[src/rtl/getir.sv]
// Instruction fetch stage: owns the program counter, drives the L1 I-cache address
// and holds one fetched instruction for decode, with redirect and perf counters.
module getir #(
  parameter logic [31:0] RESET_ADRES = 32'h4000_0000,
  parameter logic [31:0] NOP_BUYRUK  = 32'h0000_0013
) (
  input  logic        clk_i,
  input  logic        rst_i,
  output logic [31:0] l1b_adres_o,
  input  logic        l1b_bekle_i,
  input  logic [31:0] l1b_deger_i,
  input  logic        yonlendir_gecerli_i,
  input  logic [31:0] yonlendir_adres_i,
  input  logic        coz_durdur_i,
  output logic        coz_gecerli_o,
  output logic [31:0] coz_buyruk_o,
  output logic [31:0] coz_ps_o,
  output logic [31:0] getirilen_sayisi_o,
  output logic [31:0] bekleme_sayisi_o
);

  logic [31:0] r_ps;
  logic        r_gecerli;
  logic [31:0] r_buyruk;
  logic [31:0] r_coz_ps;
  logic [31:0] r_getirilen;
  logic [31:0] r_bekleme;

  logic w_bos;
  logic w_kabul;
  logic w_tuketildi;

  // Output slot is free when empty or when decode takes the held instruction.
  assign w_bos       = ~r_gecerli | ~coz_durdur_i;
  assign w_kabul     = ~yonlendir_gecerli_i & ~l1b_bekle_i & w_bos;
  assign w_tuketildi = r_gecerli & ~coz_durdur_i & l1b_bekle_i;

  // PC, output register and counters; redirect beats accept beats drain.
  always_ff @(posedge clk_i) begin
    if (rst_i) begin
      r_ps        <= RESET_ADRES;
      r_gecerli   <= 1'b0;
      r_buyruk    <= NOP_BUYRUK;
      r_coz_ps    <= 32'h0000_0000;
      r_getirilen <= 32'h0000_0000;
      r_bekleme   <= 32'h0000_0000;
    end else begin
      if (yonlendir_gecerli_i) begin
        r_ps      <= {yonlendir_adres_i[31:2], 2'b00};
        r_gecerli <= 1'b0;
        r_buyruk  <= NOP_BUYRUK;
      end else if (w_kabul) begin
        r_gecerli   <= 1'b1;
        r_buyruk    <= l1b_deger_i;
        r_coz_ps    <= r_ps;
        r_ps        <= r_ps + 32'd4;
        r_getirilen <= r_getirilen + 32'd1;
      end else if (w_tuketildi) begin
        r_gecerli <= 1'b0;
        r_buyruk  <= NOP_BUYRUK;
      end else begin
        r_ps      <= r_ps;
        r_gecerli <= r_gecerli;
      end
      // Miss cycles count only when no redirect is abandoning the lookup.
      if (l1b_bekle_i && !yonlendir_gecerli_i) begin
        r_bekleme <= r_bekleme + 32'd1;
      end else begin
        r_bekleme <= r_bekleme;
      end
    end
  end

  assign l1b_adres_o        = r_ps;
  assign coz_gecerli_o      = r_gecerli;
  assign coz_buyruk_o       = r_buyruk;
  assign coz_ps_o           = r_coz_ps;
  assign getirilen_sayisi_o = r_getirilen;
  assign bekleme_sayisi_o   = r_bekleme;

endmodule

[config.mk]
export PLATFORM = sky130hd
export DESIGN_NAME = getir
export DESIGN_NICKNAME = d
export VERILOG_FILES = /design/src/rtl/getir.sv
export SDC_FILE = /design/constraint.sdc
export NUM_CORES = 1
export LEC_CHECK = 0
export CAP_MARGIN = 10
export CORE_MARGIN = 2
export CORE_UTILIZATION = 50
export CTS_CLUSTER_SIZE = 14
export DETAILED_ROUTE_END_ITERATION = 8
export GPL_TIMING_DRIVEN = 0
export PLACE_DENSITY = 0.86
export SYNTH_ARGS = -nofsm -noshare
export SYNTH_HDL_FRONTEND = slang
export SYNTH_SLANG_ARGS = --single-unit
[constraint.sdc]
create_clock -name clk_i -period 5.9 [get_ports clk_i]
set_input_delay 0.59 -clock clk_i [delete_from_list [all_inputs] [get_ports clk_i]]
set_output_delay 0.59 -clock clk_i [all_outputs]
set_load 0.005 [all_outputs]
==> impl_metrics.ini <==
[critical_path]
timing_worst_setup_path_type = primary input to register
reg2reg_depth = 6
end_kind = register
worstPathMaxFanout = 10
crit_required_ns = 6.26
r2r-start = l1b_adres_o[5]
r2r_slack_ns = 3.47
arrival_ns = 3.12
start_kind = primary input
r2r_end = l1b_adres_o[23]

[global_route]
antenna_found_initial = 0
grt_pass1_vias = 6983
grt_max_degree = 17
grt_overflow_total = 0
gr-usage-all-layers_pct = 29.4
grt_first_pass_wirelength_mm = 35.1

[power]
ir_worst_vdd_mv = 0.272
power.density_mw_per_mm2 = 242
leakagePower_nw = 3.35
fin_total_pwr_mw = 2.45

[timing]
fin_crit_ns = 2.76
hold_viol_final = 0
finalSetupTns_ns = 0
slew_violations = 0
fin_skew_ns = 0.00802
fin_crit_sh_pct = 46.8
maxSlewHeadroom_pct = 43.5
clock.fmax_ghz = 0.362
tightestPinTransition_ns = 0.841
rsz0062_at_grt = false
whs_ns = 0.453
finalSetupViolCount = 0

[placed_design]
gp_congestion = 0.954
place_area_sq_mm = 0.00955
dpl.hpwl_mm = 15.8
numPortBuffers = 222

[yosys]
yosys.cell_count.top_type = dfxtp_1
synthTopCellsByArea = dfxtp_1 (44%), nand2_1 (6.0%), a21oi_1 (5.1%), nor2_1 (4.7%), a22oi_1 (3.2%)
synth_top_area_share_pct = 44.4
ys_async_sr_fraction_pct = 0
ys_ff_latch = 157
netlist_area_sq_mm = 0.00709
synthCells = 860
synth_top_cell_by_area = dfxtp_1
synth.distinct_cells = 56
synth_ff_type = dfxtp_1
yosysSeqAreaShare_pct = 44.4
avgSynthCellArea_sq_um = 8.24
synthTopCellsByCount = dfxtp_1 (157), nand2_1 (114), nor2_1 (89)
synth-edff-count = 0
ys_warn_count = 0

[detailed_routing]
detail-route-antenna-nets = 0
dr.pass1.iters = 5
wire_per_inst_microns = 17.1
route.met2.wl_mm = 10.4
wl_met1_mm = 9.09
vias_per_cell = 5.87
wl_met3_mm = 2.17
drc_errors = 0
drtIter0Drc = 702
top_layer = met4
vias = 7599
routed_wl_mm = 22.2

[floorplan]
die_x_microns = 123
rows = 43
core-area_sq_mm = 0.0139
fp.dieArea_sq_mm = 0.0151
chipHeight_microns = 123
ios = 230
start_util_pct = 51.1

[clock_network]
cts_tree = yes
cts_setup_buffers = 0
clk_pin_slew_ns = 0.06
clock_latency_ns = 0.43
cts-root-buf = clkbuf_16
cts.repair.resized = 0
cts_max_level = 4
postCtsHoldBufs = 0
clock_sinks = 157
clockBufferDepth = 2
cts_buffers = 17

[cells_and_area]
register_area_sq_mm = 0.00314
stdcell_area_sq_mm = 0.0101
layout-drive-gt1-share_pct = 4.75
nets = 1176
area.growth.synth_to_final_pct = 42.8
multi_input_area_sq_mm = 0.00365
num_antenna_cells = 0
fill_cells = 1116

[worst_hold_path]
holdPathStages = 2
hold_end = coz_ps_o[27]
hold_path_class = register to register
min-delay-start = coz_ps_o[27]

[run]
cap_violations = 0

[outcome]
status = complete, no violations
-- how the worst max path moves through the flow --
stage / startpoint / endpoint
finish: yonlendir_gecerli_i / coz_ps_o[6]
global route: yonlendir_gecerli_i / coz_buyruk_o[20]
CTS: yonlendir_gecerli_i / coz_ps_o[6]
detailed placement: yonlendir_gecerli_i / coz_ps_o[14]
global placement: yonlendir_gecerli_i / coz_ps_o[14]
floorplan: l1b_bekle_i / l1b_adres_o[28]
-- logic make-up (layout without fill, tap and decap cells) --
group	after synthesis	in the layout	share of synthesized area, %
other	1	4	0.0529
xor gates and xnor gates	25	25	3.09
AOI/OAI and AO/OA	185	185	16.7
buffers and inverters	76	328	4.34
adders and majority gates	3	3	0.530
muxes	13	13	2.05
and+or+nand+nor	400	400	28.9
DFF	157	157	44.4
-- through the flow --
| step | utilization, % | setup slack, ns | cells |
|---|---|---|---|
| after floorplan | - | 3.69 | 863 |
| after detailed placement | 68.8 | 2.72 | 1265 |
| after CTS | 72.9 | 3.15 | 1295 |
| final | 72.9 | 3.14 | 1295 |
| after global routing | 72.9 | 2.93 | 1295 |
| after global placement | 68.8 | 2.74 | 1265 |
-- critical path: stages --
cell             delay [ns]
clkdlybuf4s50_1        0.63
clkbuf_1               0.39
a211o_1                0.27
clkbuf_1               0.55
clkbuf_1               0.44
nand2_1                0.11
a21oi_1                0.14
-- area by class of cell --
type / count / area share, %
clock buffers: 23 / 4.82
inverters: 16 / 0.593
plain buffers: 60 / 2.45
repair buffers: 222 / 22.0
multi-input cells: 630 / 36.0
flip-flops and latches: 157 / 31.1
well taps: 180 / 2.23
clock inverters: 7 / 0.865
-- placed cells by master, fill, tap and decap left out, types with 10 or more instances in the layout --
cell and n:
clkdlybuf4s50_1 222, dfxtp_1 157, nand2_1 114, nor2_1 89
a21oi_1 72, clkbuf_1 47, nand3_1 35, or4_1 30
a22oi_1 30, nand4_1 26, o31ai_1 26, nor3_1 17
o21ai_0 17, or3_1 17, clkbuf_16 17, and4_1 15
inv_1 15, xor2_1 14, nor2b_1 13, nor4_1 12
mux2_2 12, xnor2_1 11, buf_1 10
-- sequential cells by signal, indices dropped and copies added (netlist names) --
name and cells:
bekleme_sayisi_o 32, coz_buyruk_o 32, coz_ps_o 30, l1b_adres_o 30
coz_gecerli_o 1, getirilen_sayisi_o 32
-- metal layers --
layer / up-vias / global-route usage, %
met1: 3587 / 37.7
met2: 357 / 47.4
met4: 0 / 10.2
met3: 40 / 8.76
met5: - / 0
li1: 3615 / -
-- power by group --
group | total, mW | internal (mW) | switching, mW | leakage [nW]
Combinational | 0.233 | 0.124 | 0.109 | 1.79
Clock | 1.09 | 0.660 | 0.426 | 0.285
Sequential | 1.13 | 1.09 | 0.0388 | 1.28
Total | 2.45 | 1.87 | 0.573 | 3.35
Note: power is estimated with default switching activity, not from simulation.
